$ cat src/rtl/spad_pkg.sv
// Shared definitions for the PE scratchpad FIFOs: spad kinds, default
// geometries and the DEPTH-aware circular pointer increment.
package spad_pkg;

  typedef enum logic [1:0] {
    SPAD_IFMAP  = 2'd0,
    SPAD_FILTER = 2'd1,
    SPAD_PSUM   = 2'd2
  } spad_mode_e;

  localparam int IFMAP_DW     = 16;
  localparam int IFMAP_DEPTH  = 12;
  localparam int FILTER_DW    = 16;
  localparam int FILTER_DEPTH = 224;
  localparam int PSUM_DW      = 16;
  localparam int PSUM_DEPTH   = 24;

  function automatic int unsigned spad_depth(input spad_mode_e mode);
    case (mode)
      SPAD_IFMAP:  return 32'(IFMAP_DEPTH);
      SPAD_FILTER: return 32'(FILTER_DEPTH);
      SPAD_PSUM:   return 32'(PSUM_DEPTH);
      default:     return 32'(IFMAP_DEPTH);
    endcase
  endfunction

  // Wraps at depth-1 so non-power-of-two depths work.
  function automatic int unsigned ptr_inc(input int unsigned ptr, input int unsigned depth);
    return (ptr == depth - 32'd1) ? 32'd0 : ptr + 32'd1;
  endfunction

endpackage

$ cat src/rtl/spad_mem.sv
// Scratchpad storage: one write port, one synchronous read port, no array reset.
module spad_mem #(
  parameter int DATA_WIDTH = 16,
  parameter int DEPTH      = 12,
  parameter int ADDR_W     = 4
) (
  input  logic                  clk,
  input  logic                  wr_en,
  input  logic [ADDR_W-1:0]     wr_addr,
  input  logic [DATA_WIDTH-1:0] wr_data,
  input  logic                  rd_en,
  input  logic [ADDR_W-1:0]     rd_addr,
  output logic [DATA_WIDTH-1:0] rd_data
);

  logic [DATA_WIDTH-1:0] mem [DEPTH];

  // Write and registered read; the FIFO never reads the slot it is writing.
  always_ff @(posedge clk) begin
    if (wr_en) begin
      mem[wr_addr] <= wr_data;
    end
    if (rd_en) begin
      rd_data <= mem[rd_addr];
    end
  end

endmodule

$ cat src/rtl/spad_fifo.sv
// Scratchpad FIFO with peek, retain-on-read window mode, rewind and release.
// Pointers: base_ptr (oldest retained) <= rd_ptr (next unread) <= wr_ptr.
module spad_fifo
  import spad_pkg::*;
#(
  parameter int DATA_WIDTH = IFMAP_DW,
  parameter int DEPTH      = IFMAP_DEPTH,
  parameter int PTR_W      = $clog2(DEPTH),
  parameter int CNT_W      = $clog2(DEPTH + 1),
  parameter int AF_LEVEL   = DEPTH - 2
) (
  input  logic                  clk,
  input  logic                  rst,
  input  logic                  wr_clr,
  input  logic                  rd_clr,
  input  logic                  wr_en,
  input  logic [DATA_WIDTH-1:0] wr_data,
  input  logic                  rd_en,
  input  logic                  rd_inc,
  input  logic                  rd_keep,
  input  logic                  rd_release,
  output logic [DATA_WIDTH-1:0] rd_data,
  output logic                  rd_valid,
  output logic                  full,
  output logic                  almost_full,
  output logic                  empty,
  output logic [CNT_W-1:0]      count,
  output logic [CNT_W-1:0]      avail,
  output logic                  err_ovf,
  output logic                  err_udf
);

  logic [PTR_W-1:0]      wr_ptr, rd_ptr, base_ptr;
  logic [DATA_WIDTH-1:0] mem_q;
  logic                  push, rd_ok, adv, pop, rel, none_held;
  logic [CNT_W-1:0]      count_nxt, avail_nxt;

  function automatic logic [PTR_W-1:0] nxt(input logic [PTR_W-1:0] p);
    return PTR_W'(ptr_inc(32'(p), 32'(DEPTH)));
  endfunction

  // Retained-but-read entries are count-avail; pointer equality alone is ambiguous when full.
  assign none_held = (count == avail);

  // Event decode; clears override read-side pointer effects but not the data read.
  always_comb begin
    push  = wr_en & ~full & ~wr_clr;
    rd_ok = rd_en & ~empty;
    adv   = rd_ok & rd_inc & ~rd_clr & ~wr_clr;
    pop   = adv & ~rd_keep & none_held;
    rel   = rd_release & ~none_held & ~rd_clr & ~wr_clr;
  end

  // Next occupancy counts.
  always_comb begin
    count_nxt = count;
    avail_nxt = avail;
    if (wr_clr) begin
      count_nxt = {CNT_W{1'b0}};
      avail_nxt = {CNT_W{1'b0}};
    end else begin
      count_nxt = count + CNT_W'(push) - CNT_W'(pop | rel);
      if (rd_clr) begin
        avail_nxt = count_nxt;
      end else begin
        avail_nxt = avail + CNT_W'(push) - CNT_W'(adv);
      end
    end
  end

  spad_mem #(
    .DATA_WIDTH (DATA_WIDTH),
    .DEPTH      (DEPTH),
    .ADDR_W     (PTR_W)
  ) u_mem (
    .clk     (clk),
    .wr_en   (push),
    .wr_addr (wr_ptr),
    .wr_data (wr_data),
    .rd_en   (rd_ok),
    .rd_addr (rd_ptr),
    .rd_data (mem_q)
  );

  assign rd_data = rd_valid ? mem_q : {DATA_WIDTH{1'b0}};

  // Pointers, counts, flags and sticky errors.
  always_ff @(posedge clk) begin
    if (rst) begin
      wr_ptr      <= {PTR_W{1'b0}};
      rd_ptr      <= {PTR_W{1'b0}};
      base_ptr    <= {PTR_W{1'b0}};
      count       <= {CNT_W{1'b0}};
      avail       <= {CNT_W{1'b0}};
      full        <= 1'b0;
      almost_full <= 1'b0;
      empty       <= 1'b1;
      rd_valid    <= 1'b0;
      err_ovf     <= 1'b0;
      err_udf     <= 1'b0;
    end else begin
      if (wr_clr) begin
        wr_ptr   <= {PTR_W{1'b0}};
        rd_ptr   <= {PTR_W{1'b0}};
        base_ptr <= {PTR_W{1'b0}};
      end else begin
        if (push) wr_ptr <= nxt(wr_ptr);
        if (rd_clr) rd_ptr <= base_ptr;
        else if (adv) rd_ptr <= nxt(rd_ptr);
        if (pop | rel) base_ptr <= nxt(base_ptr);
      end
      count       <= count_nxt;
      avail       <= avail_nxt;
      full        <= (count_nxt == CNT_W'(DEPTH));
      almost_full <= (count_nxt >= CNT_W'(AF_LEVEL));
      empty       <= (avail_nxt == {CNT_W{1'b0}});
      rd_valid    <= rd_ok;
      if (wr_en & full) err_ovf <= 1'b1;
      if ((rd_en & empty) | (rd_release & none_held)) err_udf <= 1'b1;
    end
  end

endmodule

$ cat config.mk
export PLATFORM = sky130hd
export DESIGN_NAME = spad_fifo
export DESIGN_NICKNAME = d
export VERILOG_FILES = /design/src/rtl/spad_pkg.sv /design/src/rtl/spad_mem.sv /design/src/rtl/spad_fifo.sv
export SDC_FILE = /design/constraint.sdc
export NUM_CORES = 1
export LEC_CHECK = 0
export ABC_AREA = 1
export BUFFER_PORTS_ARGS = -buffer_cell sky130_fd_sc_hd__buf_2
export CAP_MARGIN = 5
export CORE_MARGIN = 2
export CORE_UTILIZATION = 55
export CTS_BUF_LIST = sky130_fd_sc_hd__clkbuf_8
export DETAILED_ROUTE_END_ITERATION = 16
export GPL_TIMING_DRIVEN = 0
export MAX_ROUTING_LAYER = met4
export PLACE_DENSITY = 0.76
export SETUP_SLACK_MARGIN = 0.05
export SYNTH_ARGS = -nofsm -noshare
export SYNTH_HDL_FRONTEND = slang
export SYNTH_SLANG_ARGS = --single-unit
$ cat constraint.sdc
create_clock -name clk -period 7.9 [get_ports clk]
set_clock_uncertainty 0.2 [all_clocks]
set_input_delay 0.79 -clock clk [delete_from_list [all_inputs] [get_ports clk]]
set_output_delay 0.79 -clock clk [all_outputs]
set_load 0.005 [all_outputs]
==> out/metrics.csv, run 1 <==
stage;metric;value;unit
final_layout;layout cells sized above 1;17.3;%
cts;clock latency of the later-clocked register in the worst-skew pair;0.54;ns
cts;clock slew at reported path FFs;0.06;ns
worst_setup_path;top fanout value on the critical path;18;
final_layout;Final #Nets;973;
route;count of vias placed by the detailed router;6745;
worst_setup_path;endpoint class of the critical path;register;
route;DRT Wirelength;23200;um
placed_design;weighted congestion at the end of routability-driven global placement;0.848;
pwr;peak supply drop;0.217;mV
final_layout;# diodes;0;
yosys;top post-synthesis cells by area;sky130_fd_sc_hd__edfxtp_1, sky130_fd_sc_hd__nor2_1, sky130_fd_sc_hd__dfxtp_1;
final_layout;Non-Filler Instances;1186;
timing;relative slew slack;37.6;%
yosys;leading cell types by count after synthesis;sky130_fd_sc_hd__edfxtp_1, sky130_fd_sc_hd__nor2_1, sky130_fd_sc_hd__o21ai_0;
yosys;Cells after Synth;828;
timing;Setup-failing EPs final;0;
yosys;per-instance average area after synthesis;11.8;um2
yosys;cell area after technology mapping;9740;um2
pwr;areal power density over the cells;262;nW/um2
timing;transition time at the pin with the least slew margin;0.931;ns
floorplanning;Floorplan Core Area;17300;um2
route;DR DRC count;0;
cts;CTS H-tree lvls;2;
pwr;overall power of the completed layout;2.91;mW
grt;global-route wire length before repair;35100;um
yosys;most used flip-flop cell after synthesis;sky130_fd_sc_hd__edfxtp_1;
yosys;Post-Synthesis Net Count;869;
outcome;run status;finished clean;
cts;Post-CTS Setup Repair Bufs;0;
cts;CTS-repair resized insts;0;
grt;antenna violations before repair;0;
cts;sink count of the clock tree;234;
yosys;number of synthesized flops with an enable pin;208;
route;iteration count of the initial detailed-routing pass;5;
grt;overall fraction of global-route tracks in use;26.3;%
yosys;flip-flop and latch count after synthesis;234;
yosys;async set-or-reset flop fraction in the synthesized netlist;0;%
pwr;Leakage;4.20;nW
placed_design;number of port buffers;53;
worst_setup_path;worst reg2reg path depth;16;
final_layout;Area growth syn-to-layout;14.3;%
floorplanning;total die area;18800;um2
final_layout;final instance area;11100;um2
worst_setup_path;data required time at the worst endpoint;8.18;ns
cts;clock tree from TritonCTS;done;
placed_design;worst slack at placement;3.99;ns
placed_design;post-detail-place hpwl;15500;um
grt;maximum number of pins on one net before global-route repair;19;
placed_design;area after detailed placement;10500;um2
floorplanning;Initial Util;56.3;%
yosys;Yosys Warn Count;0;
worst_setup_path;WS Path Type;primary input to register;
yosys;share of the synthesized area in the top cell type;64.1;%
worst_hold_path;class of the worst hold path;register to register;
worst_setup_path;Data arrival, critical path;3.64;ns
timing;total negative setup slack;0;ns
yosys;count of unique library cells instantiated by Yosys;38;
grt;total congestion overflow;0;
timing;final worst-path cycle share;42.5;%
timing;worst setup margin;4.54;ns
floorplanning;Cell Rows;48;
timing;time the final worst path needs with I/O delays and setup;3.36;ns
route;wire length per cell;19.6;um
floorplanning;total I/O pin count;55;
floorplanning;die boundary height;137;um
placed_design;cell total after placement;1118;
route;post-detailed-route via-to-cell ratio;5.69;
worst_hold_path;WHS Path Cells;2;
cts;hold-fix buffers at CTS;0;
timing;number of pins with negative max-slew slack in the final report;0;
worst_setup_path;kind of launch point of the worst setup path;primary input;
timing;Max Fclk;0.298;GHz
cts;cts bufs inserted;37;
route;1st-iter DRT viols;770;
job;reported max-cap violation count;0;
route;Routed Antenna Nets;0;
floorplanning;horizontal die dimension;137;um
timing;unrepaired setup endpoints after global routing;no;
yosys;leading cell type by number of instances after synthesis;sky130_fd_sc_hd__edfxtp_1;
yosys;top cell type by total area after synthesis;sky130_fd_sc_hd__edfxtp_1;
timing;final hold vios;0;
grt;number of global-route vias before repair;6400;
cts;deepest clock path buffer count;3;
yosys;proportion of synthesized chip area in sequential cells;69.5;%
cts;CTS root buf;sky130_fd_sc_hd__clkbuf_8;
-- where the power goes --
part | switching, mW | leakage, nW | total, mW | internal (mW)
Clock | 0.458 | 0.370 | 0.899 | 0.441
Sequential | 0.0324 | 2.09 | 1.44 | 1.41
Combinational | 0.369 | 1.74 | 0.570 | 0.201
Total | 0.859 | 4.20 | 2.91 | 2.05
-- cells by family (layout without fill, tap and decap cells) --
logic type	count (synthesis)	after routing	share of synthesized area [%]
AO/OA/AOI/OAI	171	171	10.1
flip-flops	234	234	69.5
adder cells (fa/ha/maj)	16	16	2.21
buffers and inverters	103	236	4.86
XOR/XNOR	8	8	0.719
AND/OR/NAND/NOR	296	296	12.6
-- registers in the layout, indices dropped and copies added, names as in the netlist --
| register | count |
|---|---|
| err_udf | 1 |
| rd_valid | 1 |
| count | 4 |
| avail | 4 |
| base_ptr | 4 |
| u_mem.mem | 192 |
| rd_ptr | 4 |
| wr_ptr | 4 |
| almost_full | 1 |
| err_ovf | 1 |
| empty | 1 |
| full | 1 |
| u_mem.rd_data | 16 |
-- final cells by class --
class / instances / area (um2)
Clock buffer: 37 / 509
Clock inverter: 31 / 134
Fill cell: 1289 / 6160
Multi-Input combinational cell: 491 / 2550
Buffer: 43 / 245
Timing Repair Buffer: 65 / 415
Inverter: 60 / 228
Tap cell: 225 / 282
Sequential cell: 234 / 6770
-- metal layers --
metal  share of wire, %  vias to the layer above  track usage (%)  wire (um)
li1                   -                     3139                -          -
met1                 40                     3166             34.6       9380
met2                 46                      379             39.7      10700
met3                 10                       61             6.00       2340
met4                3.5                        0             11.3        808
met5                  0                        -                -          0
-- final timing paths --
| path | start | end | slack, ns |
|---|---|---|---|
| max | rd_en | empty$_SDFF_PP1_ | 4.54 |
| min | err_ovf$_SDFFE_PP0P_ | err_ovf$_SDFFE_PP0P_ | 0.27 |
| max reg2reg | empty$_SDFF_PP1_ | empty$_SDFF_PP1_ | 4.57 |
| min reg2reg | err_ovf$_SDFFE_PP0P_ | err_ovf$_SDFFE_PP0P_ | 0.27 |
-- stage by stage --
step,util [%],hold WS (ns)
floorplan,-,0.260
global placement,59.5,0.249
detailed placement,60.6,0.261
CTS,64.4,0.273
global route,64.4,0.345
finish,64.4,0.268
-- worst max-delay path: stages --
cell and delay, ns:
sky130_fd_sc_hd__buf_2 0.09, sky130_fd_sc_hd__inv_1 0.05, sky130_fd_sc_hd__nor2_2 0.65, sky130_fd_sc_hd__nand4_1 0.22
sky130_fd_sc_hd__nand3_2 0.20, sky130_fd_sc_hd__nand2_4 0.10, sky130_fd_sc_hd__inv_1 0.06, sky130_fd_sc_hd__ha_1 0.21
sky130_fd_sc_hd__inv_1 0.06, sky130_fd_sc_hd__ha_1 0.17, sky130_fd_sc_hd__fa_1 0.42, sky130_fd_sc_hd__nand2_1 0.11
sky130_fd_sc_hd__o21ai_0 0.08, sky130_fd_sc_hd__o21ai_0 0.11, sky130_fd_sc_hd__a21oi_1 0.10, sky130_fd_sc_hd__nor2_1 0.11
sky130_fd_sc_hd__nand2_1 0.06, sky130_fd_sc_hd__inv_1 0.05
-- cells in the final DEF (no fill, tap or decap), types with 4 or more instances in the layout --
master,instances
sky130_fd_sc_hd__buf_8,4
sky130_fd_sc_hd__o221ai_1,7
sky130_fd_sc_hd__buf_4,6
sky130_fd_sc_hd__nor2_2,5
sky130_fd_sc_hd__o21ai_0,96
sky130_fd_sc_hd__edfxtp_1,208
sky130_fd_sc_hd__clkbuf_1,12
sky130_fd_sc_hd__nand3_1,32
sky130_fd_sc_hd__nand2_1,89
sky130_fd_sc_hd__o211ai_1,25
sky130_fd_sc_hd__dfxtp_1,26
sky130_fd_sc_hd__a21oi_1,11
sky130_fd_sc_hd__nand2_2,4
sky130_fd_sc_hd__inv_1,69
sky130_fd_sc_hd__xnor2_1,5
sky130_fd_sc_hd__ha_1,14
sky130_fd_sc_hd__clkinv_1,14
sky130_fd_sc_hd__o21ai_1,8
sky130_fd_sc_hd__buf_2,70
sky130_fd_sc_hd__o22ai_1,17
sky130_fd_sc_hd__nor3_2,10
sky130_fd_sc_hd__nor2_1,146
sky130_fd_sc_hd__clkbuf_8,37
sky130_fd_sc_hd__buf_6,13
(Power assumes the default switching activity.)
==> inputs of run 2 (changes only) <==
--- a/config.mk
+++ b/config.mk
@@ -5,7 +5,7 @@
 export SDC_FILE = /design/constraint.sdc
 export NUM_CORES = 1
 export LEC_CHECK = 0
-export ABC_AREA = 1
+export ABC_AREA = 0
 export BUFFER_PORTS_ARGS = -buffer_cell sky130_fd_sc_hd__buf_2
 export CAP_MARGIN = 5
 export CORE_MARGIN = 2
==> constraint.sdc (replaced) <==
create_clock -name clk -period 3.4 [get_ports clk]
set_clock_uncertainty 0.2 [all_clocks]
set_input_delay 0.34 -clock clk [delete_from_list [all_inputs] [get_ports clk]]
set_output_delay 0.34 -clock clk [all_outputs]
set_load 0.005 [all_outputs]
==> run 2 against run 1 <==
Worst setup slack worse by 4.4 ns. Hold slack got worse by 0.22 ns. Sequential power grew 120%. Critical endpoint unchanged. Largest power group unchanged.
==> out/metrics.csv, run 2 <==
stage;metric;value;unit;change
worst_setup_path;worst reg2reg path depth;12;;-4
timing;number of pins with negative max-slew slack in the final report;0;;unchanged
pwr;part of the power in the clock network;37.6;%;+6.7 points
yosys;Cells after Synth;527;;-36%
yosys;proportion of synthesized chip area in sequential cells;71.6;%;+2.2 points
pwr;Leakage;3.77;nW;-10%
pwr;net switching power figure;1.17;mW;+36%
grt;global-route wire length before repair;30600;um;-13%
yosys;per-instance average area after synthesis;17.9;um2;+52%
pwr;Switching Fraction;21.3;%;-8.2 points
final_layout;layout cells sized above 1;26.7;%;+9.4 points
cts;clock tree from TritonCTS;done;;
timing;total negative setup slack;0;ns;unchanged
route;post-detailed-route via-to-cell ratio;5.88;;+3.4%
final_layout;largest registers in the final layout;u_mem.mem: 192 flops, u_mem.rd_data: 16 flops;;
cts;deepest clock path buffer count;3;;unchanged
timing;final worst-path cycle share;94.7;%;
yosys;Yosys Warn Count;0;;unchanged
grt;antenna violations before repair;0;;unchanged
worst_setup_path;data required time at the worst endpoint;3.61;ns;-4.57 ns
worst_setup_path;top fanout value on the critical path;4;;-14
worst_setup_path;kind of launch point of the worst setup path;register;;
floorplanning;total I/O pin count;55;;unchanged
timing;transition time at the pin with the least slew margin;1.14;ns;+0.212 ns
worst_setup_path;Worst R2R Start;avail[1]$_SDFF_PP0_;;
placed_design;number of port buffers;53;;unchanged
yosys;top post-synthesis cells by area;sky130_fd_sc_hd__edfxtp_1, sky130_fd_sc_hd__mux4_2, sky130_fd_sc_hd__dfxtp_1;;
final_layout;most common library cell in the layout ignoring fill and taps;sky130_fd_sc_hd__edfxtp_1;;
floorplanning;Cell Rows;47;;-2.1%
grt;maximum number of pins on one net before global-route repair;17;;-2
job;reported max-cap violation count;0;;unchanged
pwr;peak supply drop;0.428;mV;+97%
route;count of vias placed by the detailed router;5197;;-23%
cts;clock slew at reported path FFs;0.06;ns;about the same
grt;total congestion overflow;0;;unchanged
route;wire length per cell;22.7;um;+16%
yosys;Post-Synthesis Net Count;568;;-35%
yosys;count of unique library cells instantiated by Yosys;47;;+24%
timing;time the final worst path needs with I/O delays and setup;3.22;ns;
route;1st-iter DRT viols;411;;-47%
final_layout;Final #Nets;687;;-29%
yosys;number of synthesized flops with an enable pin;208;;unchanged
route;DRT Wirelength;20100;um;-14%
final_layout;Largest register FFs;192;;unchanged
worst_setup_path;endpoint class of the critical path;register;;
placed_design;cell total after placement;804;;-28%
yosys;flip-flop and latch count after synthesis;234;;unchanged
route;uppermost layer routed;met4;;
placed_design;area after detailed placement;10000;um2;-4.3%
timing;relative slew slack;23.8;%;-14 points
floorplanning;Initial Util;56.6;%;+0.25 points
final_layout;Area growth syn-to-layout;15.3;%;
yosys;async set-or-reset flop fraction in the synthesized netlist;0;%;unchanged
worst_hold_path;WHS Path Cells;3;;+1
final_layout;# diodes;0;;unchanged
floorplanning;total die area;18200;um2;-2.9%
cts;CTS H-tree lvls;2;;unchanged
worst_hold_path;class of the worst hold path;primary input to register;;
outcome;run status;finished clean;;
route;iteration count of the initial detailed-routing pass;5;;unchanged
yosys;top cell type by total area after synthesis;sky130_fd_sc_hd__edfxtp_1;;
cts;clock latency of the later-clocked register in the worst-skew pair;0.53;ns;about the same
cts;cts bufs inserted;37;;unchanged
worst_hold_path;Hold Startpoint;wr_clr;;
timing;worst hold margin;0.0522;ns;-0.215 ns
timing;Setup-failing EPs final;0;;unchanged
pwr;combinational power share;4.5;%;-15 points
worst_setup_path;Data arrival, critical path;3.43;ns;-0.21 ns
worst_hold_path;endpoint of the worst hold-timing path;full$_SDFF_PP0_;;
route;length of routed wiring on met1;8120;um;-13%
pwr;design internal power;4.31;mW;+110%
placed_design;post-detail-place hpwl;12000;um;-22%
placed_design;weighted congestion at the end of routability-driven global placement;0.799;;-5.8%
route;Routed Antenna Nets;0;;unchanged
grt;overall fraction of global-route tracks in use;23.8;%;-2.6 points
yosys;cell area after technology mapping;9450;um2;-3.0%
final_layout;most frequent cells in the layout;sky130_fd_sc_hd__edfxtp_1, sky130_fd_sc_hd__buf_2, sky130_fd_sc_hd__mux4_2;;
timing;Max Fclk;0.311;GHz;
timing;unrepaired setup endpoints after global routing;no;;
route;met2 routed wirelength;10000;um;-6.5%
route;routed wl met3;1370;um;-41%
final_layout;final instance area;10900;um2;-2.2%
yosys;leading cell type by number of instances after synthesis;sky130_fd_sc_hd__edfxtp_1;;
floorplanning;die boundary height;135;um;-1.5%
floorplanning;Floorplan Core Area;16700;um2;-3.4%
cts;sink count of the clock tree;234;;unchanged
floorplanning;horizontal die dimension;135;um;-1.5%
final_layout;Non-Filler Instances;884;;-25%
worst_setup_path;Worst R2R Setup Slack;0.18;ns;-4.39 ns
yosys;leading cell types by count after synthesis;sky130_fd_sc_hd__edfxtp_1, sky130_fd_sc_hd__mux4_2, sky130_fd_sc_hd__nand2_1;;
worst_setup_path;RR Endpoint;empty$_SDFF_PP1_;;
cts;CTS root buf;sky130_fd_sc_hd__clkbuf_8;;
yosys;most used flip-flop cell after synthesis;sky130_fd_sc_hd__edfxtp_1;;
pwr;sequential power share;57.9;%;+8.4 points
pwr;areal power density over the cells;503;nW/um2;+92%
worst_setup_path;WS Path Type;register to register;;
yosys;share of the synthesized area in the top cell type;66.1;%;+2.0 points
route;DR DRC count;0;;unchanged
final_layout;Reg with most FFs;u_mem.mem;;
final_layout;number of filler cells placed in the layout;1174;;-8.9%
grt;number of global-route vias before repair;5403;;-16%
timing;final hold vios;0;;unchanged
[run 2: cell count changes in the layout (fill, tap and decap cells not counted), moves of 16 or more]
cell and delta:
sky130_fd_sc_hd__nor2_1 -127, sky130_fd_sc_hd__o21ai_0 -76, sky130_fd_sc_hd__nand2_1 -57, sky130_fd_sc_hd__mux4_2 +48, sky130_fd_sc_hd__inv_1 -39, sky130_fd_sc_hd__and2_1 +26
sky130_fd_sc_hd__nand3_1 -26, sky130_fd_sc_hd__mux2i_1 +24, sky130_fd_sc_hd__o211ai_1 -23, sky130_fd_sc_hd__dlygate4sd3_1 +21, sky130_fd_sc_hd__o22ai_1 -16
[run 2: cell families after synthesis]
| group | count (synthesis) | synth area share, % |
|---|---|---|
| buffers and inverters | 40 | 1.81 |
| AND/OR/NAND/NOR | 110 | 6.29 |
| AO/OA/AOI/OAI | 41 | 2.56 |
| adder cells (fa/ha/maj) | 16 | 2.28 |
| flip-flops | 234 | 71.6 |
| multiplexers | 76 | 14.5 |
| XOR/XNOR | 10 | 0.927 |
[run 2: timing repair]
item	in CTS	in global routing
hold buffers	21	0
setup buffers	1	1
gates resized for setup	0	6
hold endpoints to repair	197	0
pin swaps	1	1
endpoints found under the setup margin	1	1
cloned	0	0
[run 2: worst max-delay path by stage]
stage | start | to | slack (ns) | cells after the start
2_1_floorplan | rd_en | empty$_SDFF_PP1_ | 0.08 | 11
3_3_place_gp | wr_clr | u_mem.mem[7][5]$_DFFE_PP_ | -1.75 | 4
3_5_place_dp | avail[1]$_SDFF_PP0_ | empty$_SDFF_PP1_ | -0.008 | 12
4_1_cts | avail[2]$_SDFF_PP0_ | empty$_SDFF_PP1_ | 0.09 | 12
5_1_grt | avail[1]$_SDFF_PP0_ | empty$_SDFF_PP1_ | 0.07 | 12
6_report | avail[1]$_SDFF_PP0_ | empty$_SDFF_PP1_ | 0.18 | 12
[run 2: per-layer routing]
metal / global-route usage (%) / vias up
met1: 30.6 / 2622
met2: 38.4 / 235
met3: 4.39 / 46
li1: - / 2294
met4: 8.74 / 0
met5: - / -
[run 2: layout make-up]
cell class	count	area [um2]	share of cell area, %
well taps	220	275	2.53
clock inverters	18	73.8	0.678
repair buffers	80	528	4.85
multi-input cells	253	2540	23.3
flip-flops and latches	234	6770	62.2
clock buffers	39	537	4.93
plain buffers	23	108	0.988
inverters	17	63.8	0.586
[run 2: power groups by stage]
stage          clock network [mW]  registers, mW  logic (mW)
2_1_floorplan                   0           3.23       0.119
3_3_place_gp                    0           3.23       0.202
3_5_place_dp                    0           3.23       0.214
4_1_cts                      2.10           3.17       0.238
5_1_grt                      2.21           3.18       0.268
6_report                     2.06           3.18       0.245
[run 2: through the flow]
stage	power, mW	setup WS, ns	util, %
after CTS	5.51	0.0881	65.0
after detailed placement	3.45	-0.00790	60.1
final	5.48	0.181	65.2
after floorplan	3.35	0.0830	-
after global routing	5.65	0.0744	65.2
after global placement	3.43	-1.75	59.8
[run 2: critical path, stage by stage (launching register included)]
cell	delay, ns
sky130_fd_sc_hd__dfxtp_1	0.34
sky130_fd_sc_hd__xor2_1	0.19
sky130_fd_sc_hd__nor4_4	0.37
sky130_fd_sc_hd__mux2_4	0.36
sky130_fd_sc_hd__inv_2	0.09
sky130_fd_sc_hd__ha_1	0.12
sky130_fd_sc_hd__inv_1	0.04
sky130_fd_sc_hd__ha_1	0.20
sky130_fd_sc_hd__fa_1	0.38
sky130_fd_sc_hd__xnor2_1	0.16
sky130_fd_sc_hd__mux2_2	0.28
sky130_fd_sc_hd__a31o_2	0.20
sky130_fd_sc_hd__and3_1	0.18
